<file path="src/rtl/fc_result_streamer.sv">
// fc_result_streamer: once a fully connected layer has finished writing its
// output scratch RAM, sweep the RAM read port over addresses 0..NUM_ITEMS-1
// and present the results as an in-order valid/ready stream with index and
// last markers. Reads are only issued when the prefetch FIFO has room for
// every read still in flight, so backpressure never loses or drops data.
// Optional build macro ARGMAX_EN adds a running signed argmax (max_data and
// max_index) over the streamed items.
`timescale 1ns/1ps
module fc_result_streamer #(
    parameter int DATA_WIDTH = 16,
    parameter int NUM_ITEMS  = 84,
    parameter int ADDR_WIDTH = 7,
    parameter int RD_LATENCY = 1,
    parameter int FIFO_DEPTH = 4
) (
    input  logic                         clk,
    input  logic                         rst,
    input  logic                         en,
    output logic                         rd_en,
    output logic [ADDR_WIDTH-1:0]        rd_addr,
    input  logic signed [DATA_WIDTH-1:0] rd_data,
    output logic                         out_valid,
    input  logic                         out_ready,
    output logic signed [DATA_WIDTH-1:0] out_data,
    output logic [ADDR_WIDTH-1:0]        out_index,
    output logic                         out_last,
    output logic                         done
`ifdef ARGMAX_EN
    ,
    output logic signed [DATA_WIDTH-1:0] max_data,
    output logic [ADDR_WIDTH-1:0]        max_index
`endif
);
    localparam int PW = (FIFO_DEPTH > 1) ? $clog2(FIFO_DEPTH) : 1;
    localparam int CW = PW + 1;
    localparam logic [1:0] S_IDLE  = 2'd0;
    localparam logic [1:0] S_READ  = 2'd1;
    localparam logic [1:0] S_DRAIN = 2'd2;
    localparam logic [1:0] S_DONE  = 2'd3;
    localparam logic [ADDR_WIDTH-1:0] LAST_ADDR = ADDR_WIDTH'(NUM_ITEMS - 1);
    localparam logic [CW-1:0]         DEPTH_C   = CW'(FIFO_DEPTH);

    logic [1:0]                   state_q, state_d;
    logic [ADDR_WIDTH-1:0]        rd_addr_q, rd_addr_d;
    logic [RD_LATENCY-1:0]        pipe_vld_q, pipe_vld_d;
    logic [ADDR_WIDTH-1:0]        pipe_idx_q [RD_LATENCY];
    logic [ADDR_WIDTH-1:0]        pipe_idx_d [RD_LATENCY];
    logic signed [DATA_WIDTH-1:0] fifo_data_q [FIFO_DEPTH];
    logic signed [DATA_WIDTH-1:0] fifo_data_d [FIFO_DEPTH];
    logic [ADDR_WIDTH-1:0]        fifo_idx_q [FIFO_DEPTH];
    logic [ADDR_WIDTH-1:0]        fifo_idx_d [FIFO_DEPTH];
    logic [PW-1:0]                wr_ptr_q, wr_ptr_d, rd_ptr_q, rd_ptr_d;
    logic [CW-1:0]                count_q, count_d;
    logic [CW-1:0]                in_flight;
    logic                         issue, push, pop;

    // Credit check: a read may only go out if its data is guaranteed a FIFO slot.
    always_comb begin
        in_flight = '0;
        for (int i = 0; i < RD_LATENCY; i++) begin
            in_flight = in_flight + CW'(pipe_vld_q[i]);
        end
    end

    assign issue     = en && (state_q == S_READ) && ((count_q + in_flight) < DEPTH_C);
    assign rd_en     = issue;
    assign rd_addr   = rd_addr_q;
    assign push      = pipe_vld_q[RD_LATENCY-1];
    assign out_valid = (count_q != '0);
    assign pop       = out_valid && out_ready;
    assign out_data  = out_valid ? fifo_data_q[rd_ptr_q] : '0;
    assign out_index = out_valid ? fifo_idx_q[rd_ptr_q] : '0;
    assign out_last  = out_valid && (out_index == LAST_ADDR);
    assign done      = (state_q == S_DONE);

    // Valid/index tag pipeline matching the RAM read latency; dropping en kills it.
    genvar gi;
    generate
        for (gi = 0; gi < RD_LATENCY; gi++) begin : g_pipe
            if (gi == 0) begin : g_first
                assign pipe_vld_d[gi] = issue;
                assign pipe_idx_d[gi] = rd_addr_q;
            end else begin : g_next
                assign pipe_vld_d[gi] = en && pipe_vld_q[gi-1];
                assign pipe_idx_d[gi] = pipe_idx_q[gi-1];
            end
        end
    endgenerate

    // Sweep sequencing and read address generation.
    always_comb begin
        state_d   = state_q;
        rd_addr_d = rd_addr_q;
        if (issue) begin
            rd_addr_d = rd_addr_q + ADDR_WIDTH'(1);
        end
        case (state_q)
            S_IDLE: begin
                rd_addr_d = '0;
                if (en) state_d = S_READ;
            end
            S_READ:  if (issue && (rd_addr_q == LAST_ADDR)) state_d = S_DRAIN;
            S_DRAIN: if (pop && out_last) state_d = S_DONE;
            S_DONE:  state_d = S_DONE;
            default: state_d = S_IDLE;
        endcase
        if (!en) begin
            state_d   = S_IDLE;
            rd_addr_d = '0;
        end
    end

    // Prefetch FIFO: push returned data with its tag, pop on handshake, flush on abort.
    always_comb begin
        fifo_data_d = fifo_data_q;
        fifo_idx_d  = fifo_idx_q;
        wr_ptr_d    = wr_ptr_q;
        rd_ptr_d    = rd_ptr_q;
        if (push) begin
            fifo_data_d[wr_ptr_q] = rd_data;
            fifo_idx_d[wr_ptr_q]  = pipe_idx_q[RD_LATENCY-1];
            wr_ptr_d              = wr_ptr_q + PW'(1);
        end
        if (pop) begin
            rd_ptr_d = rd_ptr_q + PW'(1);
        end
        count_d = count_q + CW'(push) - CW'(pop);
        if (!en) begin
            wr_ptr_d = '0;
            rd_ptr_d = '0;
            count_d  = '0;
        end
    end

    // Control state registers.
    always_ff @(posedge clk) begin
        if (rst) begin
            state_q    <= S_IDLE;
            rd_addr_q  <= '0;
            pipe_vld_q <= '0;
            wr_ptr_q   <= '0;
            rd_ptr_q   <= '0;
            count_q    <= '0;
            for (int i = 0; i < RD_LATENCY; i++) pipe_idx_q[i] <= '0;
        end else begin
            state_q    <= state_d;
            rd_addr_q  <= rd_addr_d;
            pipe_vld_q <= pipe_vld_d;
            wr_ptr_q   <= wr_ptr_d;
            rd_ptr_q   <= rd_ptr_d;
            count_q    <= count_d;
            for (int i = 0; i < RD_LATENCY; i++) pipe_idx_q[i] <= pipe_idx_d[i];
        end
    end

    // FIFO storage carries no reset; outputs are gated by occupancy.
    always_ff @(posedge clk) begin
        fifo_data_q <= fifo_data_d;
        fifo_idx_q  <= fifo_idx_d;
    end

`ifdef ARGMAX_EN
    logic signed [DATA_WIDTH-1:0] max_data_q, max_data_d;
    logic [ADDR_WIDTH-1:0]        max_index_q, max_index_d;
    logic                         max_seen_q, max_seen_d;

    // Running argmax: first item loads, strictly greater replaces, ties keep the earlier index.
    always_comb begin
        max_data_d  = max_data_q;
        max_index_d = max_index_q;
        max_seen_d  = max_seen_q;
        if ((state_q == S_IDLE) && en) begin
            max_data_d  = '0;
            max_index_d = '0;
            max_seen_d  = 1'b0;
        end else if (pop && (!max_seen_q || (out_data > max_data_q))) begin
            max_data_d  = out_data;
            max_index_d = out_index;
            max_seen_d  = 1'b1;
        end
    end

    // Argmax registers.
    always_ff @(posedge clk) begin
        if (rst) begin
            max_data_q  <= '0;
            max_index_q <= '0;
            max_seen_q  <= 1'b0;
        end else begin
            max_data_q  <= max_data_d;
            max_index_q <= max_index_d;
            max_seen_q  <= max_seen_d;
        end
    end

    assign max_data  = max_data_q;
    assign max_index = max_index_q;
`endif

`ifndef SYNTHESIS
    fifo_no_overflow: assert property (@(posedge clk) disable iff (rst)
        !(push && !pop && (count_q == DEPTH_C)));
`endif
endmodule

</file>
<file path="config.mk">
export PLATFORM = sky130hd
export DESIGN_NAME = fc_result_streamer
export DESIGN_NICKNAME = d
export VERILOG_FILES = /design/src/rtl/fc_result_streamer.sv
export SDC_FILE = /design/constraint.sdc
export NUM_CORES = 1
export LEC_CHECK = 0
export CORE_MARGIN = 5
export CORE_UTILIZATION = 50
export DETAILED_ROUTE_END_ITERATION = 8
export GPL_TIMING_DRIVEN = 0
export PLACE_DENSITY_LB_ADDON = 0.08
export SYNTH_ARGS = -nofsm -noshare
export SYNTH_HDL_FRONTEND = slang
export SYNTH_SLANG_ARGS = --single-unit
</file>
<file path="constraint.sdc">
create_clock -name clk -period 4.18 [get_ports clk]
set_input_delay 0.418 -clock clk [delete_from_list [all_inputs] [get_ports clk]]
set_output_delay 0.418 -clock clk [all_outputs]
set_load 0.02 [all_outputs]
</file>
# [After elaboration in Yosys (flattened, before gate mapping)]
# Memories as Yosys holds them, arrays and structs flattened.
# Index checks and enable logic that the tools add are counted.
[word_totals] word_cells=69 mem_bits_rw=7 register_bits=109 mem_count=1 in_bits=20 out_inout_bits=34
[op_classes] add_sub_neg=5 mux=22 bitwise_logic=3 reduce_logical=13 n_lt_le_gt_ge=4 eq_ne=7
[mem_list] name="pipe_idx_q" words=1 word_bits=7 rd=1 rd_ports_with_merged_regs=0 write_ports=1 line="46" text="logic [ADDR_WIDTH-1:0] pipe_idx_q [RD_LATENCY];"
[ops] cell="$bwmux W64" n=1
[ops] cell="$mux W16" n=4
[ops] cell="$mux W7" n=5
[ops] cell="$bmux W16 S2" n=1
[ops] cell="$demux W16 S2" n=1
[ops] cell="$bwmux W28" n=1
[ops] cell="$bmux W7 S2" n=1
[ops] cell="$demux W7 S2" n=1
[ops] cell="$eq A7 B7 Y1 const B" n=2
[ops] cell="$pmux W2 S4" n=1
[ops] cell="$add A7 B1 Y7 const B" n=1
[ops] cell="$logic_and A1 B1 Y1" n=7
[ops] cell="$reduce_or A7 Y1" n=1
[ops] cell="$ge A3 B3 Y1 const B" n=2
[ops] cell="$not A2 Y3" n=2
[ops] cell="$add A2 B1 Y2 const B" n=2
[ops] cell="$eq A2 B2 Y1 const B" n=2
[ops] cell="$mux W1" n=4
[ops] cell="$mux W2" n=2
[ops] cell="$add A3 B1 Y3" n=1
[ops] cell="$lt A3 B1 Y1 const B" n=1
[ops] cell="$lt A3 B3 Y1 const B" n=1
[ops] cell="$reduce_bool A3 Y1" n=1
[ops] cell="$reduce_or A3 Y1" n=1
[ops] cell="other kinds (8)" n=8

# [Depth between registers and ports, before layout]
[logic_depth] word_depth=10 mapped_depth=7

# [Worst setup path after synthesis]
# OpenSTA, ideal clock, no wires.
[synth_timing] kind="register -> output" from="register rd_ptr_q[0]" to="output port out_data[10]" stages_incl_launch_ff=6 arrival_time_ps=1692 required_time_ps=3762 slack_ps=2070 path_buffers=3 cell_sequence="dfxtp_1 buf_6 buf_2 buf_4 mux4_2 and2_1"
[synth_between] elab_chain_cells=5
[synth_lines] element="start: declaration" line="52" text="logic [PW-1:0] wr_ptr_q, wr_ptr_d, rd_ptr_q, rd_ptr_d;"
[synth_lines] element="start signal: assignment" line="150" text="rd_ptr_q <= rd_ptr_d;"
[synth_lines] element="$not A2 Y3 (not written as such)" line="71" text="assign out_data = out_valid ? fifo_data_q[rd_ptr_q] : '0;"
[synth_lines] element="$bmux W16 S2" line="71"
[synth_lines] element="$mux W16 (not written as such) (2 in series)" line="71"
[synth_lines] element="$mux W16" line="71"
[synth_lines] element="end: declaration" line="24" text="output logic signed [DATA_WIDTH-1:0] out_data,"
# No other way between the ends. The select of a mux whose other input is x is not followed.

# [Worst setup path after layout]
[layout_timing] from="register rd_ptr_q[0]" to="output port out_data[12]"
# The elaborated chain is that of the path after synthesis.

==> results by group <==
Run status
  • Status: finished, final reports clean

Timing
  • Final Skew: 0.00528 ns
  • Slew @ Worst Pin: 1.27 ns
  • Relative slew slack: 0.153
  • Final min period: about 3.3 ns
  • Max Fclk: 307 MHz
  • Final Cycle Share: 0.780
  • Count of final hold-check violations: 0
  • Unrepaired setup endpoints after global routing: false
  • Final setup fails: 0
  • Hold_ws: 0.481 ns
  • Max Slew Vio Count: 0
  • Setup TNS: 0 ns

Route
  • WL final: 7740 um
  • Wire per inst: 17.2 um
  • Via count: roughly 2,400
  • Routed vias/inst: 5.32
  • Starting DRT DRC Count: 82
  • Initial DRT Pass Iterations: 4
  • Number of nets with antenna violations after routing: 0
  • Post-route DRC: 0

Critical path
  • Data arrival, critical path: around 2.8 ns
  • Worst Path Max Fanout: 10
  • Slowest CP cell: clkdlybuf4s50_1
  • Type of destination of the critical path: output pin
  • CP cell instances: buf_6 -> buf_2 -> buf_4 -> mux4_2 -> and2_1 -> clkdlybuf4s50_1
  • Crit path buffers/inverters: 4
  • CP Data Required Time: roughly 3.8 ns
  • CP max stage delay: 0.54 ns
  • Crit path launch type: register
  • Crit-path leading delay family: buffers and inverters
  • WS Path Type: register to output pin

Placed design
  • IO buf count: 53
  • Post-DP HPWL: 5060 um
  • Routability Congestion: 0.770
  • Placed Area: 5210 um^2

Synth
  • Synth Register Bits: 116
  • Netlist cell types: 36
  • Post-Synth XOR/XNOR Area: 0.0132
  • Commonest cells post-synth: 92 x edfxtp_1, 29 x and2_1, 24 x dfxtp_1, 21 x mux4_2, 15 x nor2_1
  • Mapped Cells: ~260
  • Post-synth EDFFs: 92
  • Synth Area in Simple Gates: 0.0946
  • Syn nets: 287
  • Synth Area in Adders: 0.0248
  • Ys flop type: edfxtp_1
  • Top post-synthesis cells by area: edfxtp_1 61%, dfxtp_1 11%, mux4_2 10%, and2_1 4.0%, ha_1 2.5%
  • Most numerous cell in the Yosys netlist: edfxtp_1
  • Top cell type's share of synthesized area: 0.607
  • Largest family of logic cells by synthesized area: multiplexers
  • Seq/Total Area, Yosys: 0.713
  • Avg Cell Area, Syn: 17.6 um^2
  • Post-Syn Area: 4550 um^2
  • Compound-Gate Fraction of Synth Area: 0.0135
  • Area leader, netlist: edfxtp_1
  • Post-synthesis mux area share: 0.122
  • Ys async rst share: 0
  • Synth warn: 0

Floorplanning
  • Die Footprint: 11,100 um^2
  • Initial core utilization: 0.516
  • Die extent in y: 105 um
  • Die width: 105 um
  • Core area: 8810 um^2
  • Ports: 54
  • Std-Cell Rows: 34

Pwr
  • Design Power: 2.61 mW
  • Peak supply drop: 0.000263 V
  • Pleak: 1.95 nW
  • P per Cell Area: 453 nW/um^2

Global route
  • GRT Residual Overflow: 0
  • Total track usage: 0.154
  • Vias in the first global route: roughly 2,500
  • Antenna violations before repair: 0
  • Largest net degree at the start of global routing: 24
  • First-pass GRT wire length: 12,900 um

Min path
  • Tightest Hold Check Type: register to register

Flow run
  • Max Cap Violations: 0

Clocking
  • Post-CTS Setup Inserts: 0
  • Hold_buf cts: 0
  • Total CTS buffers: 17
  • Clock Path Buffers: 2
  • CTS tree: done
  • CTS root buf: clkbuf_8
  • # resized after CTS: 0
  • CTS sink count: between 100 and 150
  • Skew-Pair Late Insertion Delay: roughly 0.50 ns
  • Clock transition at path regs: 0.05 ns
  • H-tree depth: 4

Final layout
  • Nets: 359
  • Final instance area: 5750 um^2
  • Share of cells above drive strength 1: 0.170
  • N_diodes: 0
  • Layout area overhead: 26.4%
## report_power, final
part / internal, mW / switching, mW / leakage [nW]
Combinational: 0.0375 / 0.0348 / 0.639
Clock: 0.827 / 0.457 / 0.256
Sequential: 1.25 / 0.00244 / 1.05
## kinds of logic after synthesis
logic type	Yosys count
compound gates	10
xor+xnor	6
fa+ha+maj	9
buf+inv	18
flops	116
mux	26
simple gates	73
## flip-flops by register name (all words and copies together) (netlist names)
| signal | flops |
|---|---|
| count_q | 3 |
| pipe_idx_q | 7 |
| state_q | 2 |
| pipe_vld_q | 1 |
| wr_ptr_q | 2 |
| rd_addr | 7 |
| fifo_idx_q | 28 |
| fifo_data_q | 64 |
| rd_ptr_q | 2 |
## layout by cell type, fill, tap and decap left out, drive strengths merged, types with 3 or more instances in the layout
cell type,instances
dfxtp,24
buf,6
clkdlybuf4s50,53
xnor2,4
edfxtp,92
and2,29
clkinv,8
mux4,23
inv,8
clkbuf,22
nor2b,7
nor2,15
a21oi,5
nand3,3
ha,9
nand2,4
clkinvlp,3
## metal layers
metal	part of all wire	GRT usage	vias up
li1	-	-	1137
met1	0.45	0.182	1201
met2	0.50	0.260	47
met3	0.039	0.0501	11
met4	0.011	0.0647	0
met5	0	0	-
## cell type report
type | count | area, um^2
Clock inverter | 13 | 118
Tap cell | 108 | 135
Sequential cell | 116 | 3240
Timing Repair Buffer | 53 | 531
Clock buffer | 18 | 418
Buffer | 10 | 53.8
Inverter | 8 | 30.0
Fill cell | 617 | 3060
Multi-Input combinational cell | 124 | 1220
## per-stage QoR
stage	worst slack (ns)	instances	util
floorplan	2.07	258	-
global placement	1.40	419	0.592
detailed placement	1.38	419	0.592
CTS	0.822	450	0.653
global route	0.700	450	0.653
finish	0.919	450	0.653
## worst reg2reg max path, stage by stage, from the launching register on
cell	delay, ns
dfxtp_1	0.37
ha_1	0.22
ha_1	0.20
xnor2_2	0.23
nand3_1	0.16
clkbuf_1	0.26
nor4_1	0.37
mux2_2	0.37
## path summary, 6_finish.rpt
kind | slack, ns | cells after the start | startpoint | endpoint
worst max-delay path | 0.92 | 6 | rd_ptr_q[0] | out_data[12]
worst min-delay path | 0.48 | 0 | pipe_idx_q[0][5] | fifo_idx_q[12]
worst max register to register | 1.90 | 7 | pipe_vld_q | rd_addr[6]
worst min register to register | 0.48 | 0 | pipe_idx_q[0][5] | fifo_idx_q[12]
Power figures use the tool's default switching activity.
